**config.mk**
```make
export PLATFORM = sky130hd
export DESIGN_NAME = branch_ex_flat
export DESIGN_NICKNAME = d
export VERILOG_FILES = /design/src/rtl/branch_ex_pkg.sv /design/src/rtl/branch_ex_if.sv /design/src/rtl/branch_ex_cmp.sv /design/src/rtl/branch_ex.sv /design/src/flat_wrapper.sv
export SDC_FILE = /design/constraint.sdc
export NUM_CORES = 1
export LEC_CHECK = 0
export BUFFER_PORTS_ARGS = -buffer_cell sky130_fd_sc_hd__buf_4
export CAP_MARGIN = 30
export CELL_PAD_IN_SITES_DETAIL_PLACEMENT = 0
export CELL_PAD_IN_SITES_GLOBAL_PLACEMENT = 1
export CORE_AREA = 2 2 147 149
export DETAILED_ROUTE_END_ITERATION = 16
export DIE_AREA = 0 0 149 151
export HOLD_SLACK_MARGIN = 0.02
export PLACE_DENSITY = 0.9
export SYNTH_ARGS = -nofsm -noshare
export SYNTH_HDL_FRONTEND = slang
export SYNTH_SLANG_ARGS = --single-unit
```
**constraint.sdc**
```tcl
create_clock -name clk -period 3.2 [get_ports clk]
set_clock_uncertainty 0.15 [all_clocks]
set_input_delay 0.16 -clock clk [delete_from_list [all_inputs] [get_ports clk]]
set_output_delay 0.16 -clock clk [all_outputs]
set_load 0.02 [all_outputs]
```
**src/rtl/branch_ex_pkg.sv**
```systemverilog
// Shared definitions for the branch execution unit.
// Holds the opcode encodings, the opcode type and a legality helper.
package branch_ex_pkg;

    localparam int OP_W = 4;

    typedef logic [OP_W-1:0] op_t;

    localparam op_t OP_NOP  = 4'd0;
    localparam op_t OP_BEQ  = 4'd1;
    localparam op_t OP_BNE  = 4'd2;
    localparam op_t OP_BLT  = 4'd3;
    localparam op_t OP_BGE  = 4'd4;
    localparam op_t OP_BLTU = 4'd5;
    localparam op_t OP_BGEU = 4'd6;
    localparam op_t OP_JAL  = 4'd7;
    localparam op_t OP_JALR = 4'd8;

    // True for every opcode this unit resolves.
    function automatic logic op_legal(input op_t op);
        return (op >= OP_BEQ) && (op <= OP_JALR);
    endfunction

endpackage

```
**src/rtl/branch_ex_if.sv**
```systemverilog
// Branch unit bus: the issue pulse from the branch RS, the redirect to
// fetch with its acknowledge, and the back-pressure signal.
//   master : RS/fetch side (drives the issue fields and jumpAck)
//   slave  : branch_ex side (drives jumpValid, jumpAddr, brBusy)
interface branch_ex_if #(
    parameter int DATA_W = 32,
    parameter int ADDR_W = 32
);
    import branch_ex_pkg::*;

    logic              BranchWorkEn;
    logic [DATA_W-1:0] operandO;
    logic [DATA_W-1:0] operandT;
    logic [DATA_W-1:0] imm;
    op_t               opCode;
    logic [ADDR_W-1:0] PC;
    logic              jumpValid;
    logic [ADDR_W-1:0] jumpAddr;
    logic              jumpAck;
    logic              brBusy;

    modport master (
        output BranchWorkEn, operandO, operandT, imm, opCode, PC, jumpAck,
        input  jumpValid, jumpAddr, brBusy
    );

    modport slave (
        input  BranchWorkEn, operandO, operandT, imm, opCode, PC, jumpAck,
        output jumpValid, jumpAddr, brBusy
    );
endinterface

```
**src/rtl/branch_ex_cmp.sv**
```systemverilog
// branch_cmp: purely combinational branch resolver.
// Inputs : opcode, rs1/rs2 operands, immediate, PC.
// Outputs: taken (condition true / jump), target address, legal opcode.
module branch_cmp
    import branch_ex_pkg::*;
#(
    parameter int DATA_W = 32,
    parameter int ADDR_W = 32
) (
    input  op_t               op,
    input  logic [DATA_W-1:0] opnd_o,
    input  logic [DATA_W-1:0] opnd_t,
    input  logic [DATA_W-1:0] imm,
    input  logic [ADDR_W-1:0] pc,
    output logic              taken,
    output logic [ADDR_W-1:0] target,
    output logic              legal
);
    logic [ADDR_W-1:0] pc_rel;
    logic [ADDR_W-1:0] reg_rel;

    // Both sums wrap naturally at the address width.
    assign pc_rel  = pc + ADDR_W'(imm);
    assign reg_rel = ADDR_W'(opnd_o) + ADDR_W'(imm);

    always_comb begin
        taken  = 1'b0;
        target = pc_rel;
        legal  = op_legal(op);
        unique case (op)
            OP_BEQ:  taken = (opnd_o == opnd_t);
            OP_BNE:  taken = (opnd_o != opnd_t);
            OP_BLT:  taken = ($signed(opnd_o) <  $signed(opnd_t));
            OP_BGE:  taken = ($signed(opnd_o) >= $signed(opnd_t));
            OP_BLTU: taken = (opnd_o <  opnd_t);
            OP_BGEU: taken = (opnd_o >= opnd_t);
            OP_JAL:  taken = 1'b1;
            OP_JALR: begin
                taken  = 1'b1;
                target = {reg_rel[ADDR_W-1:1], 1'b0};
            end
            default: taken = 1'b0;
        endcase
    end
endmodule

```
**src/rtl/branch_ex.sv**
```systemverilog
// branch_ex: branch execution unit.
// Resolves the issued branch in the issue cycle and registers any taken
// result into a one-deep redirect slot that is held until fetch acks it.
// Ports:
//   clk, rst (async active-low), rdy (global enable)
//   bus        : branch_ex_if.slave (issue, redirect, ack, brBusy)
//   brCount    : legal branches resolved
//   takenCount : taken results (including dropped ones)
//   overflowErr: sticky, a taken result hit a full slot
//   illegalOp  : sticky, issue with a non-branch opcode
module branch_ex
    import branch_ex_pkg::*;
#(
    parameter int DATA_W = 32,
    parameter int ADDR_W = 32,
    parameter int CNT_W  = 32
) (
    input  logic             clk,
    input  logic             rst,
    input  logic             rdy,
    branch_ex_if.slave       bus,
    output logic [CNT_W-1:0] brCount,
    output logic [CNT_W-1:0] takenCount,
    output logic             overflowErr,
    output logic             illegalOp
);
    logic              cmp_taken;
    logic              cmp_legal;
    logic [ADDR_W-1:0] cmp_target;

    logic              jvalid_q, jvalid_d;
    logic [ADDR_W-1:0] jaddr_q,  jaddr_d;
    logic [CNT_W-1:0]  brcnt_q,  brcnt_d;
    logic [CNT_W-1:0]  tkcnt_q,  tkcnt_d;
    logic              ovf_q,    ovf_d;
    logic              ill_q,    ill_d;

    logic issue;
    logic take;
    logic ack;

    branch_cmp #(.DATA_W(DATA_W), .ADDR_W(ADDR_W)) u_cmp (
        .op     (bus.opCode),
        .opnd_o (bus.operandO),
        .opnd_t (bus.operandT),
        .imm    (bus.imm),
        .pc     (bus.PC),
        .taken  (cmp_taken),
        .target (cmp_target),
        .legal  (cmp_legal)
    );

    // rdy gates every input event so a frozen cycle is a true no-op.
    assign issue = bus.BranchWorkEn & rdy;
    assign take  = issue & cmp_legal & cmp_taken;
    assign ack   = bus.jumpAck & rdy;

    always_comb begin
        jvalid_d = jvalid_q;
        jaddr_d  = jaddr_q;
        brcnt_d  = brcnt_q;
        tkcnt_d  = tkcnt_q;
        ovf_d    = ovf_q;
        ill_d    = ill_q;

        // An ack in the same cycle frees the slot for the new redirect.
        if (take && (!jvalid_q || ack)) begin
            jvalid_d = 1'b1;
            jaddr_d  = cmp_target;
        end else if (take) begin
            ovf_d = 1'b1;
        end else if (ack && jvalid_q) begin
            jvalid_d = 1'b0;
        end

        if (issue && cmp_legal) begin
            brcnt_d = brcnt_q + CNT_W'(1);
            if (cmp_taken) tkcnt_d = tkcnt_q + CNT_W'(1);
        end
        if (issue && !cmp_legal) ill_d = 1'b1;
    end

    always_ff @(posedge clk or negedge rst) begin
        if (!rst) begin
            jvalid_q <= 1'b0;
            jaddr_q  <= '0;
            brcnt_q  <= '0;
            tkcnt_q  <= '0;
            ovf_q    <= 1'b0;
            ill_q    <= 1'b0;
        end else begin
            jvalid_q <= jvalid_d;
            jaddr_q  <= jaddr_d;
            brcnt_q  <= brcnt_d;
            tkcnt_q  <= tkcnt_d;
            ovf_q    <= ovf_d;
            ill_q    <= ill_d;
        end
    end

    assign bus.jumpValid = jvalid_q;
    assign bus.jumpAddr  = jaddr_q;
    // Raw jumpAck, not rdy-gated: back-pressure is a pure view of the slot.
    assign bus.brBusy    = jvalid_q & ~bus.jumpAck;
    assign brCount       = brcnt_q;
    assign takenCount    = tkcnt_q;
    assign overflowErr   = ovf_q;
    assign illegalOp     = ill_q;
endmodule

```
**src/flat_wrapper.sv**
```systemverilog
// flat-port wrapper written by rule: the top's interface ports become plain ports
module branch_ex_flat import branch_ex_pkg::*;
#(
    parameter int DATA_W = 32,
    parameter int ADDR_W = 32,
    parameter int CNT_W  = 32
)
  (clk, rst, rdy, brCount, takenCount, overflowErr, illegalOp, bus_BranchWorkEn, bus_operandO, bus_operandT, bus_imm, bus_opCode, bus_PC, bus_jumpAck, bus_jumpValid, bus_jumpAddr, bus_brBusy);
  branch_ex_if #(.DATA_W(DATA_W), .ADDR_W(ADDR_W)) bus_i ();
  input  logic clk;
  input  logic rst;
  input  logic rdy;
  output logic [CNT_W-1:0] brCount;
  output logic [CNT_W-1:0] takenCount;
  output logic overflowErr;
  output logic illegalOp;
  input wire logic [$bits(bus_i.BranchWorkEn)-1:0] bus_BranchWorkEn;
  input wire logic [$bits(bus_i.operandO)-1:0] bus_operandO;
  input wire logic [$bits(bus_i.operandT)-1:0] bus_operandT;
  input wire logic [$bits(bus_i.imm)-1:0] bus_imm;
  input wire logic [$bits(bus_i.opCode)-1:0] bus_opCode;
  input wire logic [$bits(bus_i.PC)-1:0] bus_PC;
  input wire logic [$bits(bus_i.jumpAck)-1:0] bus_jumpAck;
  output wire logic [$bits(bus_i.jumpValid)-1:0] bus_jumpValid;
  output wire logic [$bits(bus_i.jumpAddr)-1:0] bus_jumpAddr;
  output wire logic [$bits(bus_i.brBusy)-1:0] bus_brBusy;
  assign bus_i.BranchWorkEn = bus_BranchWorkEn;
  assign bus_i.operandO = bus_operandO;
  assign bus_i.operandT = bus_operandT;
  assign bus_i.imm = bus_imm;
  assign bus_i.opCode = bus_opCode;
  assign bus_i.PC = bus_PC;
  assign bus_i.jumpAck = bus_jumpAck;
  assign bus_jumpValid = bus_i.jumpValid;
  assign bus_jumpAddr = bus_i.jumpAddr;
  assign bus_brBusy = bus_i.brBusy;
  branch_ex #(.DATA_W(DATA_W), .ADDR_W(ADDR_W), .CNT_W(CNT_W)) u_core (.clk(clk), .rst(rst), .rdy(rdy), .bus(bus_i), .brCount(brCount), .takenCount(takenCount), .overflowErr(overflowErr), .illegalOp(illegalOp));
endmodule
```
==> results.cfg, run 1 <==
[timing]
period_share = 0.9899
rsz0062_at_grt = yes
fmax_mhz = 315.7
hold_viol = 0
tightestPinTransition_ps = 856.7
min_period_ps = 3168
setup_ws_ps = 32.44
drv_slew = 0
slew_headroom = 0.4289
setup_viol = 0
hold_ws_ps = 39.92

[cts]
clk_pin_slew_ps = 70
cts_tree = built
clk_latency_ps = 350
htreeDepth = 3
cts_buffers = 9
tritoncts_num_sinks = 99
clock_path_buffers = 2
clock-root-buffer = clkbuf_16

[drt]
detail-route-antenna-nets = 0
routedWlPerCell_um = 16.11
viasPerCell = 5.345
drcViolationCount = 0
drtIter0Drc = 424
drtPass1Iterations = 5
vias = 8499
routed_wl_um = 25610

[yosys]
synthFlopType = dfrtp_1
yosysSeqAreaShare = 0.2991
synth_top_area_cell = dfrtp_1
synth.most_common_cell = dfrtp_1
yosys-top-cells-count = 99 x dfrtp_1, 95 x ha_1, 93 x a21oi_1, 81 x nand2_1, 80 x xnor2_1
netlist_instances = 982
synth_seq_cells = 99
ys_top_cells_by_area = dfrtp_1 30%, ha_1 14%, xnor2_1 8.5%, a21oi_1 5.6%, nand2_1 3.7%
ys_types = 62
synth_top_area_frac = 0.2991
synth-edff-count = 0
syn_area_mm2 = 0.008283
syn_area_per_cell_um2 = 8.435
synthArstFlopShare = 1.000
synth_warnings = 0
synth_nets = 1216

[floorplanning]
die_w_um = 149
row_count = 53
initial_core_util = 0.3978
fp.coreArea_mm2 = 0.02082
die-area_mm2 = 0.02250
io_pins = 237
die_h_um = 151

[cells_and_area]
antennaDiodeCount = 0
final_nets = 1544
syn2layout_area_growth_pct = 42.02
fill_cells = 1913
final_core_util = 0.5650
drive_above_1_share = 0.3133

[worst_setup_path]
worstSetupPathType = in2reg
required_ps = 3320
crit_path_frequent_cell = or4_4
end_kind = flip-flop
cp.arrival_ps = 3280
max_stage_delay_ps = 550
worstPathMaxFanout = 6
slowest_stage = or4_4
worstPathCellList = buf_4 -> inv_2 -> ha_4 -> a21oi_4 -> o21bai_4 -> a211o_1 -> o32a_1 -> or4_4 -> a211oi_4 -> o31ai_4 -> or4_4 -> nor3_4 -> xor2_1
start_kind = input port

[grt]
grt_pass1_vias = 8333
gr-usage-all-layers = 0.2259
grt_pass1_wl_um = 40760
grt_antenna_before_repair = 0
grt_max_degree = 68
gr-total-overflow = 0

[placement]
gp_congestion = 0.9076
dp_hpwl_um = 20800
dp_worst_setup_slack_ps = -601.0
portBuffers = 236

[run]
max_cap_viol_count = 0

[status]
status = complete, no violations

[min_path]
hold_class = in2reg

[pwr]
p_leak_nw = 5.783
ir_drop_mv = 0.2347
power_density_mw_per_mm2 = 427.2
## critical path, delay by kind of cell
family / cells / cell delay, ps
AOI/OAI and AO/OA: 6 / 1290
adders and majority gates: 1 / 210
and+or+nand+nor: 3 / 1270
buffers and inverters: 2 / 170
xor gates and xnor gates: 1 / 180
## path summary, 6_finish.rpt
kind,startpoint,cells past startpoint,end,slack [ps]
max,bus_operandT[29],13,u_core.takenCount[28],30
max in group asynchronous,rst,3,u_core.bus.jumpAddr[31],1900
min in group asynchronous,rst,2,u_core.brCount[29],320
min reg2reg,u_core.takenCount[31],1,u_core.takenCount[31],320
min,bus_BranchWorkEn,3,u_core.illegalOp,40
max reg2reg,u_core.brCount[2],8,u_core.brCount[29],730
## cells in the final DEF, fill, tap and decap left out, types with 13 or more instances in the layout
cell type | Yosys | routed
xnor2_1 | 80 | 80
buf_4 | 0 | 332
o211ai_1 | 13 | 13
and3_1 | 24 | 24
nand4_1 | 31 | 31
inv_1 | 58 | 50
xor2_1 | 27 | 27
nor2_1 | 73 | 69
o21ai_0 | 48 | 47
ha_1 | 95 | 86
nand2_1 | 81 | 81
a31oi_1 | 16 | 16
nand3_1 | 46 | 46
a21o_1 | 25 | 25
nor3_1 | 21 | 20
dfrtp_1 | 99 | 99
a21oi_1 | 93 | 88
## power breakdown
part,total (mW),switching [mW],internal [mW]
combinational,2.18,1.17,1.01
clock,1.16,0.512,0.644
sequential,1.69,0.207,1.48
## kinds of logic after synthesis
family,Yosys count,synth area share
fa+ha+maj,97,0.1483
xor+xnor,107,0.1131
mux,8,0.01073
simple gates,324,0.1932
flops,99,0.2991
compound gates,260,0.1956
buf+inv,87,0.03988
## cell type report
type | instances | area, µm² | share of cell area
sequential | 99 | 2477 | 0.2106
clock inverter | 6 | 82.58 | 0.007020
multi-input combinational | 796 | 5734 | 0.4874
inverter | 58 | 227.7 | 0.01936
tap | 275 | 344.1 | 0.02925
clock buffer | 10 | 239.0 | 0.02031
timing repair buffer | 346 | 2659 | 0.2260
## repair_timing
| action | CTS | global route |
|---|---|---|
| cloned | 0 | 1 |
| setup endpoints to repair | 26 | 32 |
| endpoints found under the hold margin | 69 | 0 |
| gates resized for setup | 21 | 37 |
| hold buffers | 5 | 0 |
| setup buffers | 2 | 1 |
| pin swaps | 13 | 21 |
## registers in the layout (all words and copies together), names as in the netlist
signal                count
u_core.bus.jumpAddr      32
u_core.brCount           32
u_core.overflowErr        1
u_core.bus.jumpValid      1
u_core.illegalOp          1
u_core.takenCount        32
## per-layer routing
metal	GRT usage	wire length [µm]	vias to the layer above
li1	-	-	4207
met1	0.2877	11090	3966
met2	0.3841	12030	288
met3	0.05090	1762	38
met4	0.06667	723	0
met5	0	0	-
## per-stage QoR
stage	cell area, µm²	setup TNS (ps)	std cells	total power, mW
floorplan	8299	0	982	2.837
global route	11760	-86.69	1590	5.340
CTS	11600	0	1588	5.034
detailed placement	11090	-19260	1566	3.828
finish	11760	0	1590	5.026
global placement	11090	-17940	1566	3.799
No activity file was read; power rests on OpenSTA's default activity.
==> run 2: changes to the inputs <==
--- a/config.mk
+++ b/config.mk
@@ -7,13 +7,14 @@
 export LEC_CHECK = 0
 export BUFFER_PORTS_ARGS = -buffer_cell sky130_fd_sc_hd__buf_4
 export CAP_MARGIN = 30
-export CELL_PAD_IN_SITES_DETAIL_PLACEMENT = 0
-export CELL_PAD_IN_SITES_GLOBAL_PLACEMENT = 1
-export CORE_AREA = 2 2 147 149
+export CELL_PAD_IN_SITES_DETAIL_PLACEMENT = 1
+export CELL_PAD_IN_SITES_GLOBAL_PLACEMENT = 2
+export CORE_AREA = 2 2 162 164
 export DETAILED_ROUTE_END_ITERATION = 16
-export DIE_AREA = 0 0 149 151
+export DIE_AREA = 0 0 164 166
 export HOLD_SLACK_MARGIN = 0.02
-export PLACE_DENSITY = 0.9
+export PLACE_DENSITY = 0.93
+export SETUP_SLACK_MARGIN = 0.2
 export SYNTH_ARGS = -nofsm -noshare
 export SYNTH_HDL_FRONTEND = slang
 export SYNTH_SLANG_ARGS = --single-unit
==> run 2 against run 1 <==
  * The flow now finishes with violations (setup timing)
  * Die area is 21% higher
  * Sequential share of layout area is 1.2 points lower
  * First-iteration DRC count rose by 1.9%
  * Register-to-register slack got worse by 120 ps
  * Worst hold slack got worse by 11 ps
  * Largest cell class unchanged
  * Highest routed layer unchanged
==> results.cfg, run 2 (synthesis results as in run 1) <==
[cts]
cts_buffers = 9
clock-root-buffer = clkbuf_16
clock_path_buffers = 2
htreeDepth = 3
cts_tree = built
tritoncts_num_sinks = 99
clk_latency_ps = 350
clk_pin_slew_ps = 80

[drt]
routed_wl_um = 31790
vias = 8858
drtPass1Iterations = 4
drtIter0Drc = 432
wl_met2_um = 15650
viasPerCell = 5.298
wl_met3_um = 1623
detail-route-antenna-nets = 0
drcViolationCount = 0
highest_layer = met4
wl_met1_um = 13690
routedWlPerCell_um = 19.01

[floorplanning]
fp.coreArea_mm2 = 0.02562
die_h_um = 166
initial_core_util = 0.3234
die-area_mm2 = 0.02722
die_w_um = 164
io_pins = 237
row_count = 59

[timing]
fmax_mhz = 311.3
hold_viol = 0
setup_ws_ps = -11.87
slew_headroom = 0.4948
period_share = 1.004
hold_ws_ps = 29.11
rsz0062_at_grt = yes
setup_viol = 2
tns_ps = -20.09
min_period_ps = 3212
drv_slew = 0
tightestPinTransition_ps = 757.8

[placement]
portBuffers = 236
dp_hpwl_um = 24700
gp_congestion = 0.8580
place_area_mm2 = 0.01132
place_inst = 1625

[worst_setup_path]
required_ps = 3330
end_kind = flip-flop
max_stage_delay_ps = 540
worstSetupPathType = in2reg
path_buf_inv = 2
start_kind = input port
slowest_stage = or4_4
cp_top_family = simple AND/OR/NAND/NOR gates
worstPathCellList = buf_6 -> ha_4 -> nor2b_4 -> o211ai_1 -> a2111oi_2 -> buf_2 -> o32a_1 -> or4_4 -> a211oi_4 -> o31ai_4 -> or4_4 -> nor3_4 -> xor2_1
crit_path_frequent_cell = or4_4
cp.arrival_ps = 3340
worstPathMaxFanout = 6

[cells_and_area]
antennaDiodeCount = 0
drive_above_1_share = 0.3590
fill_cells = 2975
final_nets = 1566
most-common-layout-cells = 332 x buf_4, 99 x dfrtp_1, 86 x ha_1, 76 x nand2_1, 76 x a21oi_1
syn2layout_area_growth_pct = 50.60
final_cells = 1672
fin_area_mm2 = 0.01247
final_core_util = 0.4870
mostFrequentLayoutCell = buf_4

[status]
status = complete, but fails checks
violations = setup timing

[grt]
grt_max_degree = 57
gr-usage-all-layers = 0.2287
gr-total-overflow = 0
grt_pass1_wl_um = 49490
grt_antenna_before_repair = 0
grt_pass1_vias = 9423

[run]
max_cap_viol_count = 0

[pwr]
power_density_mw_per_mm2 = 417.3
p_leak_nw = 6.076
ir_drop_mv = 0.2563

[min_path]
hold_class = in2reg
[run 2: changes by cell type in the layout (fill, tap and decap cells not counted), moves of 5 or more]
cell and change:
a21oi_1 -12, xnor2_1 -6, xnor2_2 +6, nor2_2 +7, nor2_1 -15, nand2_1 -5
nand3_1 -8, nor2_4 +8, a21oi_2 +14, buf_12 +5, buf_6 +9
[run 2: timing repair]
action	CTS	global route
gates resized for setup	81	45
setup endpoints to repair	63	67
hold buffers	5	0
setup buffers	16	4
cloned	4	2
pin swaps	18	27
endpoints found under the hold margin	58	0
[run 2: metrics by stage]
step	setup WS [ps]	power, mW
after global placement	-887.4	3.868
after detailed placement	-585.7	3.931
after CTS	-4.814	5.178
after global routing	-140.6	5.526
final	-11.87	5.205
after floorplan	115.7	2.855
[run 2: power breakdown]
group	leakage, nW	switching [mW]	internal, mW
registers	1.27	0.273	1.48
clock network	0.135	0.531	0.539
logic	4.67	1.26	1.12
[run 2: path summary, 6_finish.rpt]
kind | slack (ps) | end | start | cells after the start
setup / recovery | -10 | u_core.takenCount[28] | bus_operandO[1] | 13
hold / removal | 30 | u_core.illegalOp | rdy | 3
setup reg to reg | 610 | u_core.takenCount[24] | u_core.takenCount[10] | 7
hold reg to reg | 350 | u_core.illegalOp | u_core.illegalOp | 1
max in group asynchronous | 1910 | u_core.bus.jumpAddr[26] | rst | 3
min in group asynchronous | 250 | u_core.brCount[14] | rst | 2
[run 2: worst reg2reg max path: cells and delay by family (launching register included)]
kind	cells	cell delay, ps
xor gates and xnor gates	1	160
DFF	1	450
and+or+nand+nor	6	1740
[run 2: routing by layer]
metal / GRT usage / up-vias
li1: - / 4246
met1: 0.2915 / 4329
met2: 0.3953 / 239
met3: 0.03497 / 44
met4: 0.07094 / 0
met5: 0 / -
[run 2: layout make-up]
type,instances,area [µm²],share of cell area
clock inverter,6,50.05,0.004012
tap,335,419.2,0.03360
timing repair buffer,368,3038,0.2435
sequential,99,2477,0.1986
clock buffer,10,229.0,0.01836
multi-input combinational,796,6013,0.4820
inverter,58,247.7,0.01986
